`src/rtl/led_mode_if.sv`:
```
// Signal bundle between the LED mode scheduler and its surroundings:
// button/auto controls, driver LED returns, and the selected-mode outputs.
interface led_mode_if #(
    parameter int NUM_MODES = 4,
    parameter int MODE_W    = 2
);
    logic                 btn_next;
    logic                 auto_en;
    logic [NUM_MODES-1:0] mode_led_in;
    logic [NUM_MODES-1:0] mode_en;
    logic [MODE_W-1:0]    cur_mode;
    logic                 led_out;
    logic                 switch_pulse;

    modport master (
        output btn_next, auto_en, mode_led_in,
        input  mode_en, cur_mode, led_out, switch_pulse
    );

    modport slave (
        input  btn_next, auto_en, mode_led_in,
        output mode_en, cur_mode, led_out, switch_pulse
    );
endinterface

```
`src/rtl/led_mode_scheduler.sv`:
```
// Selects one LED effect driver at a time, advancing on a debounced button
// press or a dwell timeout, with a dark blanking gap around every change.
//
//   state    | meaning
//   ---------+------------------------------------------------------------
//   ST_BLANK | all drivers held in reset, LED dark, counting the gap
//   ST_RUN   | driver cur_mode enabled, its LED routed out, dwell running
module led_mode_scheduler #(
    parameter int NUM_MODES       = 4,
    parameter int MODE_W          = 2,
    parameter int DEBOUNCE_CYCLES = 16,
    parameter int DWELL_CYCLES    = 1200,
    parameter int BLANK_CYCLES    = 8
) (
    input logic     clk,
    input logic     rst,
    led_mode_if.slave bus
);
    localparam int DBW = (DEBOUNCE_CYCLES > 1) ? $clog2(DEBOUNCE_CYCLES) : 1;
    localparam int DWW = (DWELL_CYCLES > 1) ? $clog2(DWELL_CYCLES) : 1;
    localparam int BW  = (BLANK_CYCLES > 1) ? $clog2(BLANK_CYCLES) : 1;

    typedef enum logic {ST_BLANK = 1'b0, ST_RUN = 1'b1} state_t;

    state_t               state, state_nxt;
    logic                 btn_s1, btn_s2, btn_deb;
    logic [DBW-1:0]       deb_cnt;
    logic [BW-1:0]        blank_cnt, blank_nxt;
    logic [DWW-1:0]       dwell_cnt, dwell_nxt;
    logic [MODE_W-1:0]    mode_q, mode_nxt;
    logic [NUM_MODES-1:0] en_q, en_nxt;
    logic                 led_q, led_nxt;
    logic                 pulse_q, pulse_nxt;
    logic                 deb_flip, press, blank_done, auto_done, advance;

    // The strobe fires in the same cycle the debounced level is about to rise,
    // so the scheduler reacts on the edge that commits the new level.
    assign deb_flip   = (btn_s2 != btn_deb) && (deb_cnt == DBW'(DEBOUNCE_CYCLES - 1));
    assign press      = deb_flip && btn_s2;
    assign blank_done = (blank_cnt == BW'(BLANK_CYCLES - 1));
    assign auto_done  = bus.auto_en && (dwell_cnt == DWW'(DWELL_CYCLES - 1));
    assign advance    = (state == ST_RUN) && (press || auto_done);

    always_ff @(posedge clk or posedge rst) begin
        if (rst) begin
            btn_s1  <= 1'b0;
            btn_s2  <= 1'b0;
            btn_deb <= 1'b0;
            deb_cnt <= '0;
        end else begin
            btn_s1 <= bus.btn_next;
            btn_s2 <= btn_s1;
            if (btn_s2 == btn_deb) begin
                deb_cnt <= '0;
            end else if (deb_flip) begin
                btn_deb <= btn_s2;
                deb_cnt <= '0;
            end else begin
                deb_cnt <= deb_cnt + 1'b1;
            end
        end
    end

    always_ff @(posedge clk or posedge rst) begin
        if (rst) state <= ST_BLANK;
        else     state <= state_nxt;
    end

    always_comb begin
        state_nxt = state;
        case (state)
            ST_BLANK: if (blank_done) state_nxt = ST_RUN;
            ST_RUN:   if (advance)    state_nxt = ST_BLANK;
            default:  state_nxt = ST_BLANK;
        endcase
    end

    always_comb begin
        blank_nxt = '0;
        dwell_nxt = '0;
        mode_nxt  = mode_q;
        en_nxt    = '0;
        led_nxt   = 1'b0;
        pulse_nxt = 1'b0;
        case (state)
            ST_BLANK: begin
                if (blank_done) en_nxt = NUM_MODES'(1) << mode_q;
                else            blank_nxt = blank_cnt + 1'b1;
            end
            ST_RUN: begin
                if (advance) begin
                    mode_nxt  = (mode_q == MODE_W'(NUM_MODES - 1)) ? '0 : mode_q + 1'b1;
                    pulse_nxt = 1'b1;
                end else begin
                    en_nxt    = en_q;
                    led_nxt   = bus.mode_led_in[mode_q];
                    dwell_nxt = bus.auto_en ? dwell_cnt + 1'b1 : '0;
                end
            end
            default: ;
        endcase
    end

    always_ff @(posedge clk or posedge rst) begin
        if (rst) begin
            blank_cnt <= '0;
            dwell_cnt <= '0;
            mode_q    <= '0;
            en_q      <= '0;
            led_q     <= 1'b0;
            pulse_q   <= 1'b0;
        end else begin
            blank_cnt <= blank_nxt;
            dwell_cnt <= dwell_nxt;
            mode_q    <= mode_nxt;
            en_q      <= en_nxt;
            led_q     <= led_nxt;
            pulse_q   <= pulse_nxt;
        end
    end

    assign bus.mode_en      = en_q;
    assign bus.cur_mode     = mode_q;
    assign bus.led_out      = led_q;
    assign bus.switch_pulse = pulse_q;
endmodule

```
`src/flat_wrapper.sv`:
```
// flat-port wrapper written by rule: the top's interface ports become plain ports
module led_mode_scheduler_flat 
#(
    parameter int NUM_MODES       = 4,
    parameter int MODE_W          = 2,
    parameter int DEBOUNCE_CYCLES = 16,
    parameter int DWELL_CYCLES    = 1200,
    parameter int BLANK_CYCLES    = 8
)
  (clk, rst, bus_btn_next, bus_auto_en, bus_mode_led_in, bus_mode_en, bus_cur_mode, bus_led_out, bus_switch_pulse);
  led_mode_if #(.NUM_MODES(NUM_MODES), .MODE_W(MODE_W)) bus_i ();
  input logic clk;
  input logic rst;
  input wire logic [$bits(bus_i.btn_next)-1:0] bus_btn_next;
  input wire logic [$bits(bus_i.auto_en)-1:0] bus_auto_en;
  input wire logic [$bits(bus_i.mode_led_in)-1:0] bus_mode_led_in;
  output wire logic [$bits(bus_i.mode_en)-1:0] bus_mode_en;
  output wire logic [$bits(bus_i.cur_mode)-1:0] bus_cur_mode;
  output wire logic [$bits(bus_i.led_out)-1:0] bus_led_out;
  output wire logic [$bits(bus_i.switch_pulse)-1:0] bus_switch_pulse;
  assign bus_i.btn_next = bus_btn_next;
  assign bus_i.auto_en = bus_auto_en;
  assign bus_i.mode_led_in = bus_mode_led_in;
  assign bus_mode_en = bus_i.mode_en;
  assign bus_cur_mode = bus_i.cur_mode;
  assign bus_led_out = bus_i.led_out;
  assign bus_switch_pulse = bus_i.switch_pulse;
  led_mode_scheduler #(.NUM_MODES(NUM_MODES), .MODE_W(MODE_W), .DEBOUNCE_CYCLES(DEBOUNCE_CYCLES), .DWELL_CYCLES(DWELL_CYCLES), .BLANK_CYCLES(BLANK_CYCLES)) u_core (.clk(clk), .rst(rst), .bus(bus_i));
endmodule
```
`config.mk`:
```
export PLATFORM = sky130hd
export DESIGN_NAME = led_mode_scheduler_flat
export DESIGN_NICKNAME = d
export VERILOG_FILES = /design/src/rtl/led_mode_if.sv /design/src/rtl/led_mode_scheduler.sv /design/src/flat_wrapper.sv
export SDC_FILE = /design/constraint.sdc
export NUM_CORES = 1
export LEC_CHECK = 0
export BUFFER_PORTS_ARGS = -buffer_cell sky130_fd_sc_hd__buf_2
export CAP_MARGIN = 0
export CORE_MARGIN = 2
export CORE_UTILIZATION = 60
export CTS_BUF_LIST = sky130_fd_sc_hd__clkbuf_16
export DETAILED_ROUTE_END_ITERATION = 6
export PLACE_DENSITY = 0.82
export SLEW_MARGIN = 20
export SYNTH_ARGS = -nofsm -noshare
export SYNTH_HDL_FRONTEND = slang
export SYNTH_SLANG_ARGS = --single-unit
```
`constraint.sdc`:
```
create_clock -name clk -period 3 [get_ports clk]
set_input_delay 0.45 -clock clk [delete_from_list [all_inputs] [get_ports clk]]
set_output_delay 0.45 -clock clk [all_outputs]
set_load 0.03 [all_outputs]
```
==> impl_summary.md, run 1 <==
Outcome
The run finished with clean final reports.

Cells and area
Summing all flip-flop and latch instances after layout gives 750.7 um2. The layout has 159 filler cells. The proportion of layout cells with a drive suffix above 1 is 0.2348. Leaving out fill and tap cells, the most frequent cells in the layout are sky130_fd_sc_hd__dfrtp_1 (30), sky130_fd_sc_hd__buf_2 (15), sky130_fd_sc_hd__nor2_1 (11), sky130_fd_sc_hd__ha_1 (8), sky130_fd_sc_hd__xor2_1 (7). The repair_antennas step left the layout with diodes totalling 0. The most common library cell in the layout ignoring fill and taps is sky130_fd_sc_hd__dfrtp_1. At the end of the flow, the number of nets in the layout was approximately 150. The growth of design area from synthesis to finish is 17.86%. In the final layout, the multi-input gates occupy 584.3 um2. The number of standard cells in the layout, taps in and fillers out is 160.

Clock network
The number of hold buffers added after CTS was 0. The maximum clock path buffer count is 2. The library cell used as clock root buffer is sky130_fd_sc_hd__clkbuf_16. The clock net in this run drives a total of 30 sinks. The post-CTS setup-driven buffer insertion count is 0.

The post-cts gate resize count is 0. The CTS tree is done. The number of clock buffers inserted by TritonCTS is 5. The insertion delay to the later sink of the worst-skew pair is 0.27 ns. In this run the number of H-tree levels came out at 2. Clock-pin slew was measured on the worst setup and hold paths at 0.05 ns.

Power and ir drop
The static leakage is 0.0007748 uW. The clock network fraction of design power is 0.499. In this run the power density over the cells is between 500 and 600 mW/mm2. The worst voltage drop across the vdd grid is between 0.0003 and 0.0004 V.

The analysis attributes to net switching a power of about 190 uW. The internal power is 726.7 uW. The share of total power dissipated in sequential elements is 0.463. The fraction of power consumed by combinational cells is 0.039. The switching share of power is 0.2049.

Power comes to ~910 uW.

Route
Routed signal wires occupy layers up through met4. The detail route stage leaves a number of antenna-violating nets equal to 0. The total routed wirelength is between 2000 and 3000 um. The initial DRC count is 17. The routed length on met3 is 86 um. The total DRC errors in the routed layout is 0. The average vias per placed instance is 5.563.

The wire length on met2 is around 1400 um. The total number of vias is 890. For this block, wires on met1 add up to 1093 um.

The average detailed-routed wire length per instance is 16.08 um. The first-pass iteration count of the detailed router is 4.

Synth
The share of the Yosys chip area taken by registers is 0.5525. In the synthesized netlist, the number of instances is 110. During synthesis, Yosys emitted a total of 0 warnings. By area the synthesized netlist is led by sky130_fd_sc_hd__dfrtp_1 (55%), sky130_fd_sc_hd__ha_1 (7.4%), sky130_fd_sc_hd__xor2_1 (4.5%). The cell area that synthesis handed to floorplanning was 0.001359 mm2. The area share of the largest cell type after synthesis is 0.5525. The flop and latch count out of synthesis is 30.

Synthesis instantiated 30 different standard cells from the library. The total nets after synthesis is 126. The average instance in the mapped netlist occupies 12.35 um2. The largest area contributor in the synthesized netlist is sky130_fd_sc_hd__dfrtp_1.

Placed design
The port buffer count is 15. The congestion estimate from routability-driven global placement came to 0.7902. The minimum setup slack after placement is 1.231 ns. The half-perimeter wire length after placement is around 1800 um.

Counting tap cells, the placed design contains a total of 152 instances.

Timing
The count of final max-slew check failures is 0. The final clock period utilization by the worst path is 0.5996. The post-route worst setup slack is 1.201 ns. The sum of negative setup slack is 0 ns. Between clock sinks in the finished design, the worst skew comes to 0.004773 ns.

Setup repair after global routing left no endpoint under its margin. The final hold violation count is 0. Hold is met by 0.2511 ns. The transition at the pin with the smallest max-transition slack is 0.6072 ns.

The worst relative slew slack is 0.5946. The maximum frequency from static timing analysis is 555.9 MHz. Setup violations remaining at the end of the flow were counted as 0. The minimum clock period after layout is 1.799 ns.

Critical path
In this run the critical register-to-register path is launched from u_core.deb_cnt[0]. The number of cells on the worst reg-to-reg path is 5. The critical-path maximum fanout is 4. The endpoint class of the critical path is a flop. In this run the register-to-register setup slack is 1.20 ns. The data arrival time at the worst-slack endpoint is around 2.0 ns. The worst setup path is launched from a flop.

The reg-to-reg endpoint is u_core.bus.cur_mode[0]. The endpoint required time on the critical path is 3.15 ns. The critical path is of the flop to flop type.

Hold path
In this run the worst hold path is classified as input pin to asynchronous set/reset pin.

Global routing
The first-pass GRT wire length is 4257 um. The via count of the first global-routing pass is 931. The maximum number of pins on one net before global-route repair is 31. For this run, the total global-route usage over all layers was measured as 0.2305.

The initial antenna violation count is 0. The overall overflow remaining after global route is 0.

Job
Across the run, the number of max-cap violations was 0.

Floorplanning
Measured along the y axis, the die boundary spans 51.59 um. The area enclosed by the die boundary is 0.002662 mm2. The floorplan has 17 rows. The initial utilization of the core area, before any placement, comes to 0.6263. The die width is 51.59 um. In this run the standard cell core region covers approximately 0.0022 mm2. The top-level I/O count is 16.
[state kept, by name (all words and copies together) (netlist names), 2 cells and up]
signal	flops
u_core.deb_cnt	4
u_core.bus.mode_en	4
u_core.bus.cur_mode	2
u_core.blank_cnt	3
u_core.dwell_cnt	11
[kinds of logic after synthesis]
logic type | count (synthesis) | share of synthesized area
AND/OR/NAND/NOR | 41 | 0.1832
flip-flops | 30 | 0.5525
AO/OA/AOI/OAI | 11 | 0.06906
XOR/XNOR | 11 | 0.07090
adder cells (fa/ha/maj) | 8 | 0.07367
buffers and inverters | 6 | 0.01749
multiplexers | 3 | 0.03315
[layout make-up]
type	count	area share
Clock buffer	5	0.07812
Inverter	5	0.01172
Multi-Input combinational cell	74	0.3648
Timing Repair Buffer	15	0.04687
Clock inverter	3	0.007812
Tap cell	28	0.02187
Sequential cell	30	0.4687
[worst max-delay path by stage]
stage / startpoint / endpoint / slack, ns / depth (start not counted)
final: u_core.deb_cnt[0] / u_core.bus.cur_mode[0] / 1.20 / 5
after global routing: u_core.deb_cnt[0] / u_core.bus.cur_mode[0] / 1.11 / 5
after CTS: u_core.deb_cnt[0] / u_core.bus.cur_mode[0] / 1.20 / 5
after detailed placement: u_core.deb_cnt[0] / u_core.bus.cur_mode[0] / 1.23 / 5
after global placement: u_core.deb_cnt[0] / u_core.bus.cur_mode[0] / 1.33 / 5
after floorplan: u_core.deb_cnt[0] / u_core.bus.cur_mode[0] / 1.37 / 5
[per-layer routing]
| metal | track usage | vias up |
|---|---|---|
| met5 | 0 | - |
| met4 | 0.1053 | 0 |
| met3 | 0.06034 | 8 |
| met2 | 0.3953 | 17 |
| met1 | 0.2699 | 439 |
| li1 | - | 426 |
[synth_stat cells]
master                      n
sky130_fd_sc_hd__dfrtp_1   30
sky130_fd_sc_hd__xnor2_1    4
sky130_fd_sc_hd__nor2b_1    4
sky130_fd_sc_hd__or2_1      1
sky130_fd_sc_hd__o21ai_0    2
sky130_fd_sc_hd__mux2_1     2
sky130_fd_sc_hd__a21oi_1    2
sky130_fd_sc_hd__or3_4      1
sky130_fd_sc_hd__and2_2     1
sky130_fd_sc_hd__and3_1     2
sky130_fd_sc_hd__nand4_1    4
sky130_fd_sc_hd__ha_1       8
sky130_fd_sc_hd__o311a_2    1
sky130_fd_sc_hd__inv_1      5
sky130_fd_sc_hd__nor2_1    11
sky130_fd_sc_hd__nand3_1    3
sky130_fd_sc_hd__nand2_1    4
sky130_fd_sc_hd__xor2_1     7
sky130_fd_sc_hd__buf_2      1
sky130_fd_sc_hd__nor3b_1    2
sky130_fd_sc_hd__and4_1     2
sky130_fd_sc_hd__nor3_1     1
sky130_fd_sc_hd__mux4_2     1
sky130_fd_sc_hd__a21boi_4   1
sky130_fd_sc_hd__a311oi_1   1
sky130_fd_sc_hd__nand4b_1   1
sky130_fd_sc_hd__and3_4     1
sky130_fd_sc_hd__a22o_1     4
sky130_fd_sc_hd__and4bb_2   1
sky130_fd_sc_hd__nand3_2    2
[power groups by stage]
stage	logic [uW]	clock network, uW	registers [uW]
after floorplan	22.1	0	429
after global placement	34.2	0	428
after detailed placement	35.7	0	429
after CTS	36.1	463	422
after global routing	40.4	485	423
final	35.5	456	423
[worst max-delay path, cell delays in order (launching register included)]
cell and delay, ns:
sky130_fd_sc_hd__dfrtp_1 0.39, sky130_fd_sc_hd__ha_1 0.27, sky130_fd_sc_hd__nand3_2 0.13, sky130_fd_sc_hd__or3_4 0.37
sky130_fd_sc_hd__a21boi_4 0.17, sky130_fd_sc_hd__mux2_1 0.34
[metrics by stage]
stage / utilization / instance area [um2]
finish: 0.7382 / 1602
global placement: 0.6747 / 1464
floorplan: - / 1359
CTS: 0.7382 / 1602
global route: 0.7382 / 1602
detailed placement: 0.6747 / 1464
Note: power is estimated with default switching activity, not from simulation.
==> run 2: changes to the inputs <==
- ABC_AREA: not set -> 1
- CORE_UTILIZATION: 60 -> 57
- PLACE_DENSITY: 0.82 -> 0.78
- clock period: 3 -> 1.8 ns (I/O delays scaled with it)
==> run 2 against run 1 <==
Compared with the run above: fmax is 23% higher; global-route usage is 3.2 points lower; sequential share of layout area is 4.6 points lower; critical endpoint is now u_core.dwell_cnt[4].
==> impl_summary.md, run 2 <==
Outcome
The flow ran to the end, and the final reports show no timing, DRC or antenna violations.

Cells and area
The proportion of layout cells with a drive suffix above 1 is 0.2128 (-0.02208). The area used by sequential logic in the layout is 750.7 um2 (unchanged). The number of nets in the finished design is 203 (+38%). The flip-flop count of the largest register, all copies and words added is 11 (unchanged).

The library cells used most frequently in the layout, excluding fill and tap cells, are sky130_fd_sc_hd__nand2_1 (30), sky130_fd_sc_hd__dfrtp_1 (30), sky130_fd_sc_hd__inv_1 (26), sky130_fd_sc_hd__nor2_1 (22), sky130_fd_sc_hd__buf_2 (15). Ranked by flip-flop count, first place goes to u_core.dwell_cnt. The growth of design area from synthesis to finish is 18.23%. The diode insertion count for antenna repair was 0 (unchanged).

The area occupied by multi-input gates came to 631.9 um2 (+8.1%). The number of fill cells in the layout is 194 (+22%). The post-route standard cell area excluding fillers is 0.001777 mm2 (+11%).

Timing
The sum of negative setup slack is 0 ns (unchanged). The worst relative slew slack is 0.7548 (+0.1602). The transition at the pin with the smallest max-transition slack is 0.3678 ns (-0.2393 ns). The minimum clock period after layout is 1.460 ns (-0.3384 ns). Setup repair after global routing left no endpoint under its margin. The final clock period utilization by the worst path was 0.8114 (+0.2117).

The count of final max-slew check failures was 0 (unchanged). The maximum frequency from static timing analysis is 684.7 MHz (+23%). The number of endpoints failing setup at the final stage is 0 (unchanged). The final hold violation count was 0 (unchanged). The final setup skew was 0.005336 ns (+0.0005632 ns). The final hold slack is 0.06156 ns (-0.1895 ns).

Synth
The dominant combinational cell family by area after synthesis is simple AND/OR/NAND/NOR gates. The biggest area contributor in the post-synthesis netlist is sky130_fd_sc_hd__dfrtp_1. The fraction of the mapped netlist area in compound gates was 0.02415 (-0.04491). The cell area after synthesis is 0.001503 mm2 (+11%).

The average footprint of a synthesized cell was 9.107 um2 (-26%). The post-synthesis share of cell area spent on xor and xnor gates is 0.04663 (-0.02427). The flop and latch count out of synthesis is 30 (unchanged). The number of enable-type register cells in the synthesized netlist is 0 (unchanged). The post-synthesis async set-or-reset flop share was 1.000 (unchanged).

The number of library cell types mapped by synthesis is 24 (-20%). The multiplexer share of the synthesized area is 0 (-0.03315). In the synthesized netlist the dominant register cell turns out to be sky130_fd_sc_hd__dfrtp_1.

The simple-gate portion of the synthesized area came to 0.2831 (+0.09986). The number of instances in the synthesized netlist is 165 (+50%). The warning count from the yosys run came to 0 (unchanged). The sequential share of the synthesized area was 0.4996 (-0.05290). Yosys attributes the largest share of cell area to sky130_fd_sc_hd__dfrtp_1 (50%), sky130_fd_sc_hd__nand2_1 (7.5%), sky130_fd_sc_hd__ha_1 (6.7%). The post-synthesis share of cell area spent on full adders, half adders and majority gates is 0.06661 (-0.007054). The total nets after synthesis is 181 (+44%). The area share of the largest cell type after synthesis is 0.4996 (-0.05290). The commonest cells after synthesis are sky130_fd_sc_hd__dfrtp_1 (30), sky130_fd_sc_hd__nand2_1 (30), sky130_fd_sc_hd__inv_1 (24).

Route
The total routed wirelength is 2641 um (+2.6%). The initial DRC count is 35 (+18). The number of nets with antenna violations after detailed routing came to 0 (unchanged). The average vias per placed instance came to 5.124 (-7.9%). The total number of vias is 1,117 (+26%). The total DRC errors in the routed layout came to 0 (unchanged). The average detailed-routed wire length per instance is 12.11 um (-25%). The first-pass iteration count of the detailed router came to 4 (unchanged).

Critical path
The critical-path maximum fanout was 8 (+4). The data arrival time at the worst-slack endpoint is 1.65 ns (-0.30 ns). The worst setup path is of the flop to flop kind. The endpoint required time on the critical path is 1.99 ns (-1.16 ns).

The endpoint class of the critical path is a flop. The launch instance of the worst register-to-register path is u_core.deb_cnt[0]. The worst setup path is launched from a flop. The launch point of the worst path is u_core.deb_cnt[0].

Clock network
The post-cts gate resize count was 0 (unchanged). The H-tree level count came to 2 (unchanged). TritonCTS built the clock tree. The post-CTS setup-driven buffer insertion count is 0 (unchanged). The number of sinks on the clock net came to 30 (unchanged). The insertion delay to the later sink of the worst-skew pair is 0.27 ns (about the same).

The CTS clock-pin slew for the worst setup and hold paths is 0.05 ns (about the same). The library cell used as clock root buffer is sky130_fd_sc_hd__clkbuf_16. The number of clock buffers inserted by TritonCTS is 5 (unchanged).

The hold buffer count at CTS came to 0 (unchanged). The maximum clock path buffer count is 2 (unchanged).

Floorplanning
The chip height is 55.35 um (+7.3%). The area enclosed by the die boundary is 0.003063 mm2 (+15%). The top-level I/O count is 16 (unchanged). The core outline area is 0.002477 mm2 (+14%).

The total number of placement rows is 18 (+1). The effective utilization at floorplan is 0.6066 (-0.01973). The die width is 55.35 um (+7.3%).

Global routing
The maximum number of pins on one net before global-route repair is 31 (unchanged). The first-pass GRT wire length is 4657 um (+9.4%). The overall routing resource usage came to 0.1980 (-0.03248). The via count of the first global-routing pass is 1,065 (+14%). The initial antenna violation count is 0 (unchanged).

The overall overflow remaining after global route was 0 (unchanged).

Job
The reported max-cap violation count came to 0 (unchanged).

Placed design
The half-perimeter wire length after placement was 1893 um (+7.9%). The instance area at placement was 0.001614 mm2 (+10%). The port buffer count was 15 (unchanged). The final weighted congestion in routability-driven placement is 0.8503 (+7.6%).

Power and ir drop
The static leakage is 0.0008759 uW (+13%). The worst voltage drop across the vdd grid came to 0.0008898 V (+130%). The power density over cell area came to 947.2 mW/mm2 (+66%).

Hold path
The class of the worst hold path is input pin to asynchronous set/reset pin.
[run 2: changes by cell type after synthesis, moves of 3 or more]
cell | before | now
sky130_fd_sc_hd__nor2_1 | 11 | 22
sky130_fd_sc_hd__nand3_1 | 3 | 9
sky130_fd_sc_hd__nor2_2 | 0 | 3
sky130_fd_sc_hd__inv_1 | 5 | 24
sky130_fd_sc_hd__nand2_1 | 4 | 30
sky130_fd_sc_hd__a22o_1 | 4 | 0
sky130_fd_sc_hd__nor2b_1 | 4 | 0
sky130_fd_sc_hd__o21ai_0 | 2 | 5
sky130_fd_sc_hd__nand4_1 | 4 | 7
[run 2: per-layer routing]
layer / vias to the layer above / track usage / share of wire
li1: 562 / - / -
met1: 529 / 0.2272 / 0.41
met2: 21 / 0.3384 / 0.54
met3: 5 / 0.07026 / 0.036
met4: 0 / 0.07317 / 0.012
met5: - / 0 / 0
[run 2: final timing paths]
path,endpoint,slack (ns),cells after the start
hold reg to reg,u_core.btn_s2,0.35,0
setup / recovery,u_core.dwell_cnt[4],0.34,6
max in group asynchronous,u_core.dwell_cnt[7],1.46,3
min in group clk,u_core.btn_s1,0.10,1
setup reg to reg,u_core.dwell_cnt[4],0.34,6
hold / removal,u_core.blank_cnt[0],0.06,3
[run 2: through the flow]
stage / setup slack, ns / std cells / power (uW) / util
5_1_grt: 0.1941 / 218 / 1743 / 0.7172
3_5_place_dp: 0.4043 / 210 / 788.2 / 0.6515
2_1_floorplan: 0.5335 / 165 / 761.7 / -
3_3_place_gp: 0.4899 / 210 / 783.5 / 0.6515
4_1_cts: 0.3346 / 218 / 1692 / 0.7172
6_report: 0.3395 / 218 / 1683 / 0.7172
[run 2: critical path: stages (launching register included)]
cell	delay, ns
sky130_fd_sc_hd__dfrtp_1	0.41
sky130_fd_sc_hd__ha_1	0.26
sky130_fd_sc_hd__nand2_2	0.11
sky130_fd_sc_hd__nor2_4	0.05
sky130_fd_sc_hd__nand3_2	0.14
sky130_fd_sc_hd__nand4_2	0.23
sky130_fd_sc_hd__nor2_1	0.17
[run 2: cell type report]
cell class	count	share of cell area
sequential	30	0.4225
multi-input combinational	106	0.3556
timing repair buffer	17	0.05070
tap	30	0.02113
inverter	27	0.05845
clock inverter	3	0.02113
clock buffer	5	0.07042
[run 2: logic make-up (layout without fill, tap and decap cells)]
family	Yosys count	count (layout)
flip-flops	30	30
buffers and inverters	29	52
AO/OA/AOI/OAI	7	7
XOR/XNOR	8	8
adder cells (fa/ha/maj)	8	8
AND/OR/NAND/NOR	83	83
[run 2: power breakdown]
group | internal, uW | total, uW | switching [uW]
Sequential | 693 | 706 | 13.6
Combinational | 25.8 | 71.1 | 45.3
Clock | 640 | 905 | 265
==> run 3: changes to the inputs <==
- clock period: 1.8 -> 1.52 ns (I/O delays scaled with it)
==> run 3 against run 2 <==
Compared with the run above: global-route usage unchanged; power up 19%; clock skew about the same; clock power up 18%; worst hold slack worse by 0.045 ns; wire length up 0.45%; critical path type unchanged; largest cell class unchanged.
==> impl_summary.md, run 3 (synthesized netlist as in run 2, its figures left out) <==
Clock network
The number of clock buffers inserted by TritonCTS was 5 (unchanged). The H-tree level count came to 2 (unchanged). The number of sinks on the clock net came to 30 (unchanged). The hold buffer count at CTS is 0 (unchanged). The root buffer cell chosen for the clock tree is sky130_fd_sc_hd__clkbuf_16.

TritonCTS built the clock tree. The insertion delay to the later sink of the worst-skew pair is 0.27 ns (about the same). The maximum clock path buffer count came to 2 (unchanged).

The post-cts gate resize count is 0 (unchanged). The CTS clock-pin slew for the worst setup and hold paths came to 0.05 ns (about the same). The post-CTS setup-driven buffer insertion count was 0 (unchanged).

Timing
The final clock period utilization by the worst path is 0.9268 (+0.1154). The count of final max-slew check failures came to 0 (unchanged). The final hold violation count is 0 (unchanged). The final setup skew is 0.005254 ns (-0.00008232 ns). The minimum clock period after layout was 1.409 ns (-0.05172 ns). The sum of negative setup slack came to 0 ns (unchanged). The transition at the pin with the smallest max-transition slack is 0.3667 ns (-0.001106 ns). Setup repair after global routing left no endpoint under its margin. The number of endpoints failing setup at the final stage is 0 (unchanged). The worst relative slew slack was 0.7555 (about the same). The final hold slack is 0.01705 ns (-0.04451 ns). The maximum frequency from static timing analysis is 709.9 MHz (+3.7%).

Floorplanning
The top-level I/O count is 16 (unchanged). The effective utilization at floorplan is 0.6066 (unchanged). The chip height is 55.35 um (unchanged). The total number of placement rows was 18 (unchanged). The die width is 55.35 um (unchanged). The core outline area is 0.002477 mm2 (unchanged).

The area enclosed by the die boundary is 0.003063 mm2 (unchanged).

Cells and area
The diode insertion count for antenna repair is 0 (unchanged). In the layout the commonest cells are sky130_fd_sc_hd__nand2_1 (30), sky130_fd_sc_hd__dfrtp_1 (30), sky130_fd_sc_hd__inv_1 (26), sky130_fd_sc_hd__nor2_1 (22), sky130_fd_sc_hd__buf_2 (15). The proportion of layout cells with a drive suffix above 1 is 0.2128 (unchanged). The flip-flop count of the largest register, all copies and words added is 11 (unchanged). From synthesis to final layout, the design area changed by 19.32%.

More flip-flops sit in one register than any other, and that register is u_core.dwell_cnt. The number of nets in the finished design came to 203 (unchanged).

Placed design
The final weighted congestion in routability-driven placement is 0.8502 (about the same). The half-perimeter wire length after placement is 1893 um (unchanged). The port buffer count is 15 (unchanged).

Critical path
The buffers plus inverters on the worst setup path is 0 (unchanged). The worst setup path is of the flop to flop kind. The critical-path maximum fanout is 6 (-2).

Walking the worst path, the cells encountered are ha_1 > nand2_2 > nor2_4 > nand3_4 > nand2_4 > nand2_4 > nand2_1 > nand2_1. The endpoint required time on the critical path is 1.68 ns (-0.31 ns). The slowest library cell on the worst path is sky130_fd_sc_hd__dfrtp_1. The worst setup path is captured at a flop. The critical path's largest stage delay was 0.40 ns (about the same). Among cell families on the critical path, the largest total delay comes from simple AND/OR/NAND/NOR gates.

STA classifies the critical path startpoint as a flop. The data arrival time at the worst-slack endpoint is 1.57 ns (-0.08 ns).

Route
The average detailed-routed wire length per instance came to 12.17 um (+0.45%). The average vias per placed instance is 5.124 (unchanged). The number of nets with antenna violations after detailed routing is 0 (unchanged).

The initial DRC count is 41 (+17%). The first-pass iteration count of the detailed router is 6 (+2). The total routed wirelength is 2653 um (+0.45%). The total DRC errors in the routed layout is 0 (unchanged). The total number of vias was 1,117 (unchanged).

Outcome
The run finished with clean final reports.

Global routing
The via count of the first global-routing pass is 1,065 (unchanged). The overall overflow remaining after global route came to 0 (unchanged). The first-pass GRT wire length is 4657 um (unchanged).

The overall routing resource usage came to 0.1980 (unchanged). The initial antenna violation count was 0 (unchanged). The maximum number of pins on one net before global-route repair came to 31 (unchanged).

Power and ir drop
The worst voltage drop across the vdd grid came to 0.001052 V (+18%). The power density over cell area came to 1114 mW/mm2 (+18%). The final total power is 1997 uW (+19%). The static leakage is 0.0008787 uW (+0.31%).

Hold path
The path class of the tightest hold or removal check is input pin to asynchronous set/reset pin.

Job
The reported max-cap violation count is 0 (unchanged).
[run 3: cell counts in the layout (fill, tap and decap cells not counted)]
No cell type changed its count.
[run 3: area by class of cell]
cell class	instances	area (um2)
Clock buffer	5	125.1
Clock inverter	3	37.54
Fill cell	189	684.4
Inverter	27	103.9
Multi-Input combinational cell	106	648.1
Sequential cell	30	750.7
Tap cell	30	37.54
Timing Repair Buffer	17	90.09
[run 3: metal layers]
layer | up-vias | wire [um] | track usage
met2 | 25 | 1440 | 0.3384
met3 | 4 | 107 | 0.07026
met4 | 0 | 40 | 0.07317
met5 | - | 0 | 0
li1 | 561 | - | -
met1 | 527 | 1064 | 0.2272
[run 3: path summary, 6_finish.rpt]
kind,cells past startpoint,to,startpoint,slack (ns)
setup reg to reg,8,u_core.bus.cur_mode[0],u_core.deb_cnt[0],0.11
setup / recovery,8,u_core.bus.cur_mode[0],u_core.deb_cnt[0],0.11
max in group asynchronous,3,u_core.dwell_cnt[7],rst,1.23
hold / removal,3,u_core.blank_cnt[0],rst,0.02
hold reg to reg,0,u_core.btn_s2,u_core.btn_s1,0.35
min in group clk,1,u_core.btn_s1,bus_btn_next,0.06
[run 3: where the power goes]
group / total [uW] / internal (uW) / switching, uW
clock: 1070 / 758 / 317
sequential: 837 / 820 / 16.8
combinational: 85.4 / 31.6 / 53.8
total: 2000 / 1610 / 387
[run 3: worst reg2reg max path: stages, from the launching register on]
cell and delay [ns]:
sky130_fd_sc_hd__dfrtp_1 0.40, sky130_fd_sc_hd__ha_1 0.24, sky130_fd_sc_hd__nand2_2 0.10, sky130_fd_sc_hd__nor2_4 0.13, sky130_fd_sc_hd__nand3_4 0.13, sky130_fd_sc_hd__nand2_4 0.14, sky130_fd_sc_hd__nand2_4 0.06, sky130_fd_sc_hd__nand2_1 0.05
sky130_fd_sc_hd__nand2_1 0.05
[run 3: through the flow]
step	utilization	instance area (um2)	instances	worst slack [ns]
4_1_cts	0.7172	1777	218	0.05463
2_1_floorplan	-	1503	165	0.2535
5_1_grt	0.7237	1793	218	0.01705
3_3_place_gp	0.6515	1614	210	0.2099
6_report	0.7237	1793	218	0.1113
3_5_place_dp	0.6515	1614	210	0.1243
